--- src/rtl/usb_toggle_ctrl_if.sv ---
// Bus between the USB serial interface engine / firmware and the DATA0/DATA1 toggle sequencer.
// The slave side is the sequencer; the master side drives tokens, packets and handshakes.
interface usb_toggle_ctrl_if #(
    parameter int NUM_ENDP = 2
);
    logic                tok_valid;
    logic [3:0]          tok_pid;
    logic [3:0]          tok_endp;
    logic                out_done;
    logic [3:0]          out_pid;
    logic                in_done;
    logic                rx_active;
    logic                hs_valid;
    logic [3:0]          hs_pid;
    logic                clr_setup;
    logic [NUM_ENDP-1:0] toggle_clr;
    logic [3:0]          data_pid;
    logic                out_seq_ok;
    logic                in_acked;
    logic                in_retry;
    logic                hs_busy;
    logic                setup_pend;
    logic [1:0]          ctl_stage;

    modport slave (
        input  tok_valid, tok_pid, tok_endp, out_done, out_pid, in_done, rx_active,
               hs_valid, hs_pid, clr_setup, toggle_clr,
        output data_pid, out_seq_ok, in_acked, in_retry, hs_busy, setup_pend, ctl_stage
    );

    modport master (
        output tok_valid, tok_pid, tok_endp, out_done, out_pid, in_done, rx_active,
               hs_valid, hs_pid, clr_setup, toggle_clr,
        input  data_pid, out_seq_ok, in_acked, in_retry, hs_busy, setup_pend, ctl_stage
    );
endinterface

--- src/rtl/usb_toggle_ctrl.sv ---
// USB transaction sequencer: per-endpoint DATA0/DATA1 toggles, duplicate OUT detection,
// IN handshake timeout and EP0 control-stage tracking.
module usb_toggle_ctrl #(
    parameter int NUM_ENDP   = 2,
    parameter int HS_TIMEOUT = 48
) (
    input  logic               clk,
    input  logic               usb_reset,
    usb_toggle_ctrl_if.slave   sie
);
    localparam logic [3:0] PID_OUT   = 4'b0001;
    localparam logic [3:0] PID_SETUP = 4'b1101;
    localparam logic [3:0] PID_DATA0 = 4'b0011;
    localparam logic [3:0] PID_DATA1 = 4'b1011;
    localparam logic [3:0] PID_ACK   = 4'b0010;

    localparam logic [0:0] S_IDLE    = 1'b0;
    localparam logic [0:0] S_WAIT_HS = 1'b1;

    localparam logic [1:0] ST_IDLE     = 2'd0;
    localparam logic [1:0] ST_SETUP    = 2'd1;
    localparam logic [1:0] ST_DATA_IN  = 2'd2;
    localparam logic [1:0] ST_DATA_OUT = 2'd3;

    localparam int             CNT_W    = $clog2(HS_TIMEOUT + 1);
    localparam logic [CNT_W-1:0] CNT_LAST = CNT_W'(HS_TIMEOUT - 1);
    localparam logic [CNT_W-1:0] CNT_MAX  = CNT_W'(HS_TIMEOUT);

    logic [0:0]          state_q, state_d;
    logic [CNT_W-1:0]    cnt_q, cnt_d;
    logic [NUM_ENDP-1:0] toggle_q, toggle_d;
    logic [1:0]          stage_q, stage_d;
    logic                setup_q, setup_d;
    logic                acked_q, acked_d;
    logic                retry_q, retry_d;
    logic [3:0]          cur_pid_q, cur_pid_d;
    logic [3:0]          cur_endp_q, cur_endp_d;
    logic                rx_active_q;

    logic [NUM_ENDP-1:0] sel;
    logic [NUM_ENDP-1:0] flip;
    logic                cur_tog;
    logic                endp_ok;
    logic                ep0;
    logic                seq_ok;
    logic                hs_ack;
    logic                rx_fall;
    logic                setup_rx;
    logic                out_ok;
    logic [3:0]          data_pid;

    always_comb begin
        sel     = '0;
        cur_tog = 1'b0;
        for (int i = 0; i < NUM_ENDP; i++) begin
            if (cur_endp_q == 4'(i)) begin
                sel[i]  = 1'b1;
                cur_tog = toggle_q[i];
            end
        end
    end

    assign endp_ok  = ({1'b0, cur_endp_q} < 5'(NUM_ENDP));
    assign ep0      = (cur_endp_q == 4'd0);
    assign hs_ack   = sie.hs_valid && (sie.hs_pid == PID_ACK);
    assign rx_fall  = rx_active_q && !sie.rx_active;
    assign setup_rx = sie.out_done && endp_ok && (cur_pid_q == PID_SETUP);
    assign out_ok   = sie.out_done && endp_ok && (cur_pid_q == PID_OUT) && seq_ok;

    // EP0 status stage after a control write or no-data request always carries DATA1.
    always_comb begin
        data_pid = PID_DATA0;
        seq_ok   = 1'b0;
        if (endp_ok) begin
            if (cur_tog || (ep0 && (stage_q == ST_DATA_OUT || stage_q == ST_SETUP)))
                data_pid = PID_DATA1;
            if (cur_pid_q == PID_SETUP)
                seq_ok = (sie.out_pid == PID_DATA0);
            else
                seq_ok = (sie.out_pid == (cur_tog ? PID_DATA1 : PID_DATA0)) ||
                         (ep0 && stage_q == ST_DATA_IN && sie.out_pid == PID_DATA1);
        end
    end

    always_comb begin
        state_d    = state_q;
        cnt_d      = cnt_q;
        toggle_d   = toggle_q;
        stage_d    = stage_q;
        setup_d    = setup_q;
        cur_pid_d  = cur_pid_q;
        cur_endp_d = cur_endp_q;
        acked_d    = 1'b0;
        retry_d    = 1'b0;
        flip       = '0;

        if (sie.tok_valid) begin
            cur_pid_d  = sie.tok_pid;
            cur_endp_d = sie.tok_endp;
        end

        // A new token while waiting means the host gave up on our IN data.
        if (state_q == S_WAIT_HS) begin
            if (!sie.rx_active && cnt_q != CNT_MAX)
                cnt_d = cnt_q + CNT_W'(1);
            if (sie.tok_valid) begin
                retry_d = 1'b1;
                state_d = S_IDLE;
            end else if (hs_ack) begin
                acked_d = 1'b1;
                state_d = S_IDLE;
                if (endp_ok)
                    flip = sel;
                if (ep0 && stage_q == ST_SETUP)
                    stage_d = ST_DATA_IN;
                else if (ep0 && stage_q == ST_DATA_OUT)
                    stage_d = ST_IDLE;
            end else if (sie.hs_valid || cnt_q == CNT_LAST || rx_fall) begin
                retry_d = 1'b1;
                state_d = S_IDLE;
            end
        end else if (sie.in_done && endp_ok) begin
            state_d = S_WAIT_HS;
            cnt_d   = '0;
        end

        if (out_ok) begin
            flip = flip | sel;
            if (ep0 && stage_q == ST_SETUP)
                stage_d = ST_DATA_OUT;
            else if (ep0 && stage_q == ST_DATA_IN)
                stage_d = ST_IDLE;
        end

        if (setup_rx) begin
            stage_d = ST_SETUP;
            setup_d = 1'b1;
        end else if (sie.clr_setup) begin
            setup_d = 1'b0;
        end

        // Firmware clear has the final say over any flip or SETUP preset.
        for (int i = 0; i < NUM_ENDP; i++) begin
            if (sie.toggle_clr[i])
                toggle_d[i] = 1'b0;
            else if (i == 0 && setup_rx)
                toggle_d[i] = 1'b1;
            else if (flip[i])
                toggle_d[i] = ~toggle_q[i];
        end
    end

    always_ff @(posedge clk or posedge usb_reset) begin
        if (usb_reset) begin
            state_q     <= S_IDLE;
            cnt_q       <= '0;
            toggle_q    <= '0;
            stage_q     <= ST_IDLE;
            setup_q     <= 1'b0;
            acked_q     <= 1'b0;
            retry_q     <= 1'b0;
            cur_pid_q   <= 4'd0;
            cur_endp_q  <= 4'd0;
            rx_active_q <= 1'b0;
        end else begin
            state_q     <= state_d;
            cnt_q       <= cnt_d;
            toggle_q    <= toggle_d;
            stage_q     <= stage_d;
            setup_q     <= setup_d;
            acked_q     <= acked_d;
            retry_q     <= retry_d;
            cur_pid_q   <= cur_pid_d;
            cur_endp_q  <= cur_endp_d;
            rx_active_q <= sie.rx_active;
        end
    end

    assign sie.data_pid   = data_pid;
    assign sie.out_seq_ok = seq_ok;
    assign sie.in_acked   = acked_q;
    assign sie.in_retry   = retry_q;
    assign sie.hs_busy    = (state_q == S_WAIT_HS);
    assign sie.setup_pend = setup_q;
    assign sie.ctl_stage  = stage_q;
endmodule

--- src/flat_wrapper.sv ---
// flat-port wrapper written by rule: the top's interface ports become plain ports
module usb_toggle_ctrl_flat 
#(
    parameter int NUM_ENDP   = 2,
    parameter int HS_TIMEOUT = 48
)
  (clk, usb_reset, sie_tok_valid, sie_tok_pid, sie_tok_endp, sie_out_done, sie_out_pid, sie_in_done, sie_rx_active, sie_hs_valid, sie_hs_pid, sie_clr_setup, sie_toggle_clr, sie_data_pid, sie_out_seq_ok, sie_in_acked, sie_in_retry, sie_hs_busy, sie_setup_pend, sie_ctl_stage);
  usb_toggle_ctrl_if #(.NUM_ENDP(NUM_ENDP)) sie_i ();
  input  logic clk;
  input  logic usb_reset;
  input wire logic [$bits(sie_i.tok_valid)-1:0] sie_tok_valid;
  input wire logic [$bits(sie_i.tok_pid)-1:0] sie_tok_pid;
  input wire logic [$bits(sie_i.tok_endp)-1:0] sie_tok_endp;
  input wire logic [$bits(sie_i.out_done)-1:0] sie_out_done;
  input wire logic [$bits(sie_i.out_pid)-1:0] sie_out_pid;
  input wire logic [$bits(sie_i.in_done)-1:0] sie_in_done;
  input wire logic [$bits(sie_i.rx_active)-1:0] sie_rx_active;
  input wire logic [$bits(sie_i.hs_valid)-1:0] sie_hs_valid;
  input wire logic [$bits(sie_i.hs_pid)-1:0] sie_hs_pid;
  input wire logic [$bits(sie_i.clr_setup)-1:0] sie_clr_setup;
  input wire logic [$bits(sie_i.toggle_clr)-1:0] sie_toggle_clr;
  output wire logic [$bits(sie_i.data_pid)-1:0] sie_data_pid;
  output wire logic [$bits(sie_i.out_seq_ok)-1:0] sie_out_seq_ok;
  output wire logic [$bits(sie_i.in_acked)-1:0] sie_in_acked;
  output wire logic [$bits(sie_i.in_retry)-1:0] sie_in_retry;
  output wire logic [$bits(sie_i.hs_busy)-1:0] sie_hs_busy;
  output wire logic [$bits(sie_i.setup_pend)-1:0] sie_setup_pend;
  output wire logic [$bits(sie_i.ctl_stage)-1:0] sie_ctl_stage;
  assign sie_i.tok_valid = sie_tok_valid;
  assign sie_i.tok_pid = sie_tok_pid;
  assign sie_i.tok_endp = sie_tok_endp;
  assign sie_i.out_done = sie_out_done;
  assign sie_i.out_pid = sie_out_pid;
  assign sie_i.in_done = sie_in_done;
  assign sie_i.rx_active = sie_rx_active;
  assign sie_i.hs_valid = sie_hs_valid;
  assign sie_i.hs_pid = sie_hs_pid;
  assign sie_i.clr_setup = sie_clr_setup;
  assign sie_i.toggle_clr = sie_toggle_clr;
  assign sie_data_pid = sie_i.data_pid;
  assign sie_out_seq_ok = sie_i.out_seq_ok;
  assign sie_in_acked = sie_i.in_acked;
  assign sie_in_retry = sie_i.in_retry;
  assign sie_hs_busy = sie_i.hs_busy;
  assign sie_setup_pend = sie_i.setup_pend;
  assign sie_ctl_stage = sie_i.ctl_stage;
  usb_toggle_ctrl #(.NUM_ENDP(NUM_ENDP), .HS_TIMEOUT(HS_TIMEOUT)) u_core (.clk(clk), .usb_reset(usb_reset), .sie(sie_i));
endmodule
--- config.mk ---
export PLATFORM = sky130hd
export DESIGN_NAME = usb_toggle_ctrl_flat
export DESIGN_NICKNAME = d
export VERILOG_FILES = /design/src/rtl/usb_toggle_ctrl_if.sv /design/src/rtl/usb_toggle_ctrl.sv /design/src/flat_wrapper.sv
export SDC_FILE = /design/constraint.sdc
export NUM_CORES = 1
export LEC_CHECK = 0
export ABC_AREA = 1
export CELL_PAD_IN_SITES_DETAIL_PLACEMENT = 1
export CELL_PAD_IN_SITES_GLOBAL_PLACEMENT = 2
export CORE_ASPECT_RATIO = 0.5
export CORE_UTILIZATION = 30
export DETAILED_ROUTE_END_ITERATION = 8
export HOLD_SLACK_MARGIN = 0.15
export PLACE_DENSITY_LB_ADDON = 0.1
export SLEW_MARGIN = 20
export SYNTH_ARGS = -nofsm -noshare
export SYNTH_HDL_FRONTEND = slang
export SYNTH_SLANG_ARGS = --single-unit
--- constraint.sdc ---
create_clock -name clk -period 3.3 [get_ports clk]
set_input_delay 0.825 -clock clk [delete_from_list [all_inputs] [get_ports clk]]
set_output_delay 0.825 -clock clk [all_outputs]
set_load 0.1 [all_outputs]
# After elaboration in Yosys (flattened, before gate mapping)
# Index checks and enable logic that the tools add are counted.
dict set report classes {
  addsub 1
  order_cmp 1
  n_eq_ne 13
  mux 45
  bitwise_logic 3
  reduce_logical 25
}
# op count
set op_table {}
lappend op_table {{2-bit 2-to-1 mux} 14}
lappend op_table {{1-bit 2-to-1 mux} 25}
lappend op_table {{6-bit 2-to-1 mux} 3}
lappend op_table {{1-bit logical AND} 13}
lappend op_table {{4-bit 2-to-1 mux} 3}
lappend op_table {{4-bit by 1-bit equality test with 1-bit output, second input constant} 2}
lappend op_table {{4-bit by 2-bit equality test with 1-bit output, second input constant} 2}
lappend op_table {{4-bit equality test, second input constant} 2}
lappend op_table {{6-bit by 1-bit adder with 6-bit output, second input constant} 1}
lappend op_table {{6-bit equality test, second input constant} 1}
lappend op_table {{6-bit != test, second input constant} 1}
lappend op_table {{2-bit nonzero test} 3}
lappend op_table {{1-bit logical OR} 5}
lappend op_table {{2-bit equality test, second input constant} 2}
lappend op_table {{4-bit equality test} 1}
lappend op_table {{4-bit logical NOT} 1}
lappend op_table {{4-bit by 2-bit < comparator with 1-bit output, second input constant} 1}
lappend op_table {{3-bit nonzero test} 1}
lappend op_table {{2-bit by 1-bit equality test with 1-bit output, second input constant} 1}
lappend op_table {{2-bit != test, second input constant} 1}
lappend op_table {{1-bit inverter} 2}
lappend op_table {{2-bit bitwise OR} 1}
lappend op_table {{2-bit AND reduction} 1}
lappend op_table {{1-bit logical NOT} 1}
dict set report word_totals {
  ff_bits 23
  inputBits 26
  out_inout_bits 11
  wordCells 99
}

# Logic depth before layout (Yosys ltp)
# Gate-level depths: netlist of run 1.
dict set report depth {
  depth_word 13
  depth_mapped 11
  mapped_depth_nobuf 11
}

# Least setup slack after synthesis of run 1
# OpenSTA, ideal clock, no wires.
dict set report synth_timing {
  kind {register -> output}
  start {register u_core.stage_q[0], in the netlist u_core.sie.ctl_stage[0]}
  end {output port sie_data_pid[3]}
  arrival_time_ps 2792
  t_required_ps 2475
  path_slack_ps -317
  stages_incl_launch_ff 5
  path_buffers 0
  path_cell_list {dfrtp_1 inv_1 nor2_2 inv_1 a31oi_1}
}
dict set report synth_between {
  elab_chain_cells 6
  word_cells_on_any_way 7
  cone_classes {eq/ne: 2; mux: 2; reduce/logical: 3}
}
# item line_no
set synth_lines {}
lappend synth_lines {{start, declared} usb_toggle_ctrl.sv:32} ;# logic [1:0] stage_q, stage_d;
lappend synth_lines {{start signal, assigned} usb_toggle_ctrl.sv:169} ;# stage_q <= stage_d;
lappend synth_lines {{2-bit equality test or 2-bit by 1-bit equality test with 1-bit output (tied branches)} usb_toggle_ctrl.sv:75} ;# if (cur_tog || (ep0 && (stage_q == ST_DATA_OUT || stage_q == ST_SETUP)))
lappend synth_lines {{1-bit logical OR *} usb_toggle_ctrl.sv:75}
lappend synth_lines {{1-bit logical AND *} usb_toggle_ctrl.sv:75}
lappend synth_lines {{1-bit logical OR *} usb_toggle_ctrl.sv:75}
lappend synth_lines {{4-bit 2-to-1 mux *} usb_toggle_ctrl.sv:75}
lappend synth_lines {{4-bit 2-to-1 mux *} usb_toggle_ctrl.sv:74} ;# if (endp_ok) begin
lappend synth_lines {{end, declared} flat_wrapper.sv:22} ;# output wire logic [$bits(sie_i.data_pid)-1:0] sie_data_pid;
# Every way passes the cells marked *; elsewhere a longest branch is shown, timed or not.

# Final worst setup path of run 1
dict set report layout_timing {
  start {input port sie_out_pid[2]}
  end {output port sie_out_seq_ok}
}
dict set report layout_between {
  elab_chain_cells 5
  word_cells_on_any_way 7
  cone_classes {eq/ne: 3; mux: 2; reduce/logical: 2}
}
# item line_no
set layout_lines {}
lappend layout_lines {{start, declared} flat_wrapper.sv:15} ;# input wire logic [$bits(sie_i.out_pid)-1:0] sie_out_pid;
lappend layout_lines {{4-bit equality test} usb_toggle_ctrl.sv:81} ;# (ep0 && stage_q == ST_DATA_IN && sie.out_pid == PID_DATA1);
lappend layout_lines {{1-bit logical AND} usb_toggle_ctrl.sv:81}
lappend layout_lines {{1-bit logical OR} usb_toggle_ctrl.sv:80} ;# seq_ok = (sie.out_pid == (cur_tog ? PID_DATA1 : PID_DATA0)) ||
lappend layout_lines {{1-bit 2-to-1 mux *} usb_toggle_ctrl.sv:77} ;# if (cur_pid_q == PID_SETUP)
lappend layout_lines {{1-bit 2-to-1 mux *} usb_toggle_ctrl.sv:74}
lappend layout_lines {{end, declared} flat_wrapper.sv:23} ;# output wire logic [$bits(sie_i.out_seq_ok)-1:0] sie_out_seq_ok;
# Marks and branches as above.

==> metrics.txt, run 1 <==
commonest non-fill, non-tap cell in the layout=nand2_1; R2R depth=8; RR Endpoint=u_core.cnt_q[3]; Max-Cap Viols=0; most frequent cells in the layout=nand2_1 (36), clkdlybuf4s50_1 (25), dfrtp_1 (23); Tot GR Track Use=0.153; worst r2r src=u_core.cnt_q[0]; PostCTS Resize Cnt=0; Via Count=1228; pin count of the biggest net entering global routing=24; # rows=17; Yosys top cell area share=0.405; mapped cell area=0.00142 mm²; layout cells sized above 1=0.214; Antenna Cells=0; Ys Warns=0; CTS root buf=clkbuf_8; outcome=finished clean; sequential element share of the synthesized area=0.405; hold path depth=2; CTS buffer count=3; CP max FO=2; die height=approximately 51 µm; fin crit share=0.845; CP Class=in2out; CTS Sinks=23; Setup-failing EPs final=0; die area=a little over 0.005 mm²; crit path DAT=between 1500 and 2000 ps; post-synth top area cell=dfrtp_1; PwrDens=roughly 370 mW/mm²; VDD IR max=0.134 mV; hold_buf cts=0; Reg power frac=0.462; fillers=563; Final HPWL DP=2740 µm; overall routed net length=about 3300 µm; synthesized flop and latch total=23; RSZ-0062 raised after global routing=no; wire length per cell=between 10 and 15 µm; hold path endpoint=u_core.cur_endp_q[3]; Area growth syn-to-layout=30.8%; largest cells by area after synthesis=dfrtp_1 (41%), nand2_1 (9.5%), inv_1 (5.8%), o21ai_0 (4.2%), nand2_4 (4.0%); CTS tree=built; post-route minimum period=2790 ps; Final GP Congestion=around 0.74; Final Hold Violating Endpoints=0; dpl cells=between 200 and 300; Core Area=between 0.004 and 0.005 mm²; Starting Density=0.318; total power draw=just under 0.7 mW; DRT antenna net count=0; clock latency on the worst-skew pair=270 ps; vias per std cell=4.60; hold path startpoint=u_core.cur_endp_q[3]; LEAKAGE=between 0.8 and 0.9 nW; Sw Ratio=0.349; Final nets=roughly 240; reg2reg setup slack=about 1900 ps; P_int=0.449 mW; port bufs=33; CP startpoint kind=primary input; Clock Tree Buf Depth=2; vias in the first global route=about 1300; Final Max Tran Viols=0; Syn Inst Count=around 170; final global-route overflow total=0; clk slew on worst S/H paths=around 80 ps; Residual DRC=0; Max Fclk=approximately 0.36 GHz; Unique masters post-synth=28; H-tree lvl count=1; first-pass GRT wire length=around 6000 µm; initial antenna violation count=0; Fin Clk Skew=between 1 and 1.5 ps; switching power=between 0.2 and 0.25 mW; I/O pin count=37; HP Class=reg2reg; Finished Layout Cells=267; setup tns final=0 ps; postcts setup bufs=0; Detailed Route Iter0 Violations=26; Mean Syn Cell Area=about 8 µm²; Combinational Power Share=0.275; clock network power share=0.263; critical path endpoint category=output port; critical path required time=roughly 2500 ps; 1st-pass router iterations=4; die width=around 100 µm
==> power by group through the flow <==
stage               clock (mW)  combinational (mW)  sequential, mW
floorplan                    0              0.0979           0.356
global placement             0               0.189           0.324
detailed placement           0               0.193           0.325
CTS                      0.186               0.193           0.319
global route             0.199               0.208           0.322
finish                   0.181               0.190           0.319
==> through the flow <==
stage / util / hold slack (ps) / setup WS [ps] / instance area (µm²)
final: 0.416 / 546 / 510 / 1860
after global routing: 0.416 / 573 / 456 / 1860
after CTS: 0.416 / 555 / 492 / 1860
after detailed placement: 0.406 / 534 / 495 / 1810
after global placement: 0.406 / 519 / 529 / 1810
after floorplan: - / 501 / 282 / 1430
==> cell type report <==
cell class,instances,area (µm²),area share
repair buffers,35,338,0.182
multi-input cells,119,719,0.387
inverters,29,109,0.0586
clock buffers,4,45.0,0.0242
flip-flops and latches,23,576,0.310
well taps,57,71.3,0.0384
==> per-layer routing <==
metal | global-route usage | wire length, µm | vias to the layer above
met4 | 0.0294 | 14 | 0
met2 | 0.267 | 1570 | 21
met5 | 0 | 0 | -
li1 | - | - | 622
met3 | 0.0460 | 116 | 2
met1 | 0.188 | 1620 | 583
==> how the worst max path moves through the flow <==
stage,from,to,slack [ps]
floorplan,u_core.sie.ctl_stage[0],sie_data_pid[3],280
global placement,sie_out_pid[2],sie_out_seq_ok,530
detailed placement,sie_out_pid[2],sie_out_seq_ok,490
CTS,sie_out_pid[2],sie_out_seq_ok,490
global route,sie_out_pid[2],sie_out_seq_ok,460
finish,sie_out_pid[2],sie_out_seq_ok,510
==> cell families (layout without fill, tap and decap cells) <==
group	Yosys count	after routing	share of synthesized area
AOI/OAI and AO/OA	24	24	0.107
xor gates and xnor gates	1	1	0.00617
adders and majority gates	2	2	0.0176
buffers and inverters	33	68	0.0952
DFF	23	23	0.405
other	2	3	0.00529
and+or+nand+nor	89	89	0.364
==> critical path: stages <==
cell,delay [ps]
clkdlybuf4s50_1,390
nand3b_1,170
nor2_2,110
nand2_2,90
a21oi_4,180
buf_12,200
==> synthesized netlist by cell type <==
library cell,n
o21ai_1,2
nand2_4,5
nand3_4,1
nand2_1,36
nor2_4,3
nor3_4,1
a21oi_1,6
a21oi_4,2
nor2_1,10
dfrtp_1,23
o31ai_2,1
a31oi_1,1
nand4_1,7
clkbuf_1,1
conb_1,2
xor2_1,1
nand3_1,11
inv_1,22
buf_4,3
nand2_2,4
nand3b_1,3
nor2_2,3
o21ai_0,12
nor3_1,1
ha_1,2
inv_2,7
nor2_8,1
nand3_2,3
==> state kept, by name, indices dropped and copies added (netlist names) <==
| register | count |
|---|---|
| u_core.sie.in_retry | 1 |
| u_core.cur_pid_q | 4 |
| u_core.toggle_q | 2 |
| u_core.sie.ctl_stage | 2 |
| u_core.sie.setup_pend | 1 |
| u_core.sie.in_acked | 1 |
| u_core.cur_endp_q | 4 |
| u_core.sie.hs_busy | 1 |
| u_core.cnt_q | 6 |
| u_core.rx_active_q | 1 |
Note: power is estimated with default switching activity, not from simulation.
==> run 2, diff against run 1 <==
CORE_UTILIZATION = 27   (was 30)
clock period = 2.76 ns   (was 3.3 ns; I/O delays follow)
==> run 2 against run 1 <==
Against the previous run: hold slack lost 10 ps; die area grew 11%; global-route usage shrank 0.80 points; critical path depth is the same; setup slack lost 250 ps; sequential share of layout area shrank 0.63 points; design area grew 2.1%; register-to-register slack lost 560 ps; critical endpoint unchanged; largest power group unchanged; highest routed layer unchanged.
==> metrics.txt, run 2 (synthesis gave the netlist of run 1 again) <==
outcome=finished clean; commonest non-fill, non-tap cell in the layout=nand2_1; vias in the first global route=1279; pin count of the biggest net entering global routing=24; vias per std cell=roughly 4.4; clock latency on the worst-skew pair=approximately 270 ps; CP startpoint kind=primary input; CP cell instances=clkdlybuf4s50_1, nand3b_1, nor2_2, nand2_2, a21oi_4, buf_12; biggest regs=u_core.cnt_q x6, u_core.cur_endp_q x4, u_core.cur_pid_q x4; CTS root buf=clkbuf_8; Detailed Route Iter0 Violations=30; Core Area=roughly 0.005 mm²; Antenna Cells=0; post-route minimum period=between 2000 and 3000 ps; met3 GRT Util=0.0431; CP Class=in2out; hold_buf cts=0; clk slew on worst S/H paths=roughly 80 ps; wire length per cell=12.5 µm; RSZ-0062 raised after global routing=no; # rows=18; Final HPWL DP=about 2900 µm; WHS=between 500 and 600 ps; most frequent cells in the layout=nand2_1 (36), clkdlybuf4s50_1 (25), dfrtp_1 (23); CTS tree=built; LEAKAGE=0.873 nW; Final Max Tran Viols=0; dpl cells=276; I/O pin count=37; Final GP Congestion=approximately 0.73; Max Fclk=0.400 GHz; die height=~53 µm; Setup-failing EPs final=0; initial antenna violation count=0; Final Hold Violating Endpoints=0; die area=about 0.0056 mm²; CP Launch Point=sie_out_pid[2]; met2 Use GR=0.266; PostCTS Resize Cnt=0; Largest register FFs=6; fin crit share=0.907; pre-CTS setup slack=~250 ps; Finished Core Util=0.379; fin worst setup slack=~260 ps; worst r2r src=u_core.cnt_q[0]; Via Count=about 1200; overall routed net length=approximately 3500 µm; PwrDens=about 440 mW/mm²; crit path DAT=~1800 ps; postcts setup bufs=0; first-pass GRT wire length=around 6100 µm; H-tree lvl count=1; setup tns final=0 ps; DRT antenna net count=0; CTS buffer count=3; Starting Density=0.284; critical path required time=about 2100 ps; CP peak stage delay=just under 400 ps; met1 Resource Use GR=0.170; Final nets=between 200 and 250; critical path endpoint category=output port; HP Class=reg2reg; Largest Register=u_core.cnt_q; Clock Tree Buf Depth=2; Tot GR Track Use=0.145; CTS Sinks=23; port bufs=33; die width=~100 µm; Fin Clk Skew=around 4.5 ps; Critical-path top delay cell=clkdlybuf4s50_1; reg2reg setup slack=1300 ps; CP Capture Point=sie_out_seq_ok; Finished Layout Cells=280; VDD IR max=0.159 mV; R2R depth=8; layout cells sized above 1=0.219; 1st-pass router iterations=4; Residual DRC=0; global routing's busiest layer=met2; final global-route overflow total=0; RR Endpoint=u_core.cnt_q[3]; Area growth syn-to-layout=33.6%; Max-Cap Viols=0; CP max FO=2
## run 2: cell type report
type / instances / area [µm²]
multi-input combinational: 119 / 728
inverter: 29 / 109
sequential: 23 / 576
fill: 625 / 3100
timing repair buffer: 35 / 350
clock buffer: 3 / 41.3
clock inverter: 1 / 5.00
tap: 70 / 87.6
## run 2: how the worst min path moves through the flow
stage | start | to | slack [ps] | depth (start not counted)
6_report | u_core.cur_pid_q[1] | u_core.cur_pid_q[1] | 540 | 2
5_1_grt | u_core.sie.setup_pend | u_core.sie.setup_pend | 580 | 2
4_1_cts | u_core.cur_pid_q[1] | u_core.cur_pid_q[1] | 550 | 2
3_5_place_dp | u_core.cur_pid_q[1] | u_core.cur_pid_q[1] | 530 | 2
3_3_place_gp | u_core.cur_endp_q[3] | u_core.cur_endp_q[3] | 520 | 2
2_1_floorplan | u_core.cur_pid_q[1] | u_core.cur_pid_q[1] | 500 | 2
## run 2: per-layer routing
layer,part of all wire,up-vias,wire length (µm)
met5,0,-,0
met4,0.0069,0,24
met3,0.038,3,134
met2,0.49,21,1710
met1,0.46,580,1620
li1,-,619,-
## run 2: worst max-delay path, delay by kind of cell
| kind | cells | cell delay (ps) |
|---|---|---|
| AO/OA/AOI/OAI | 1 | 160 |
| AND/OR/NAND/NOR | 3 | 370 |
| buffers and inverters | 2 | 580 |
## run 2: report_power, final
part           total, mW  leakage, nW  switching [mW]  internal [mW]
combinational      0.232        0.547           0.157         0.0753
clock              0.218       0.0255           0.117          0.101
sequential         0.381        0.301          0.0204          0.360
total              0.831        0.873           0.294          0.537
## run 2: through the flow
| stage | instance area [µm²] | power (mW) |
|---|---|---|
| floorplan | 1440 | 0.544 |
| global placement | 1850 | 0.619 |
| detailed placement | 1850 | 0.623 |
| CTS | 1900 | 0.849 |
| global route | 1900 | 0.881 |
| finish | 1900 | 0.831 |
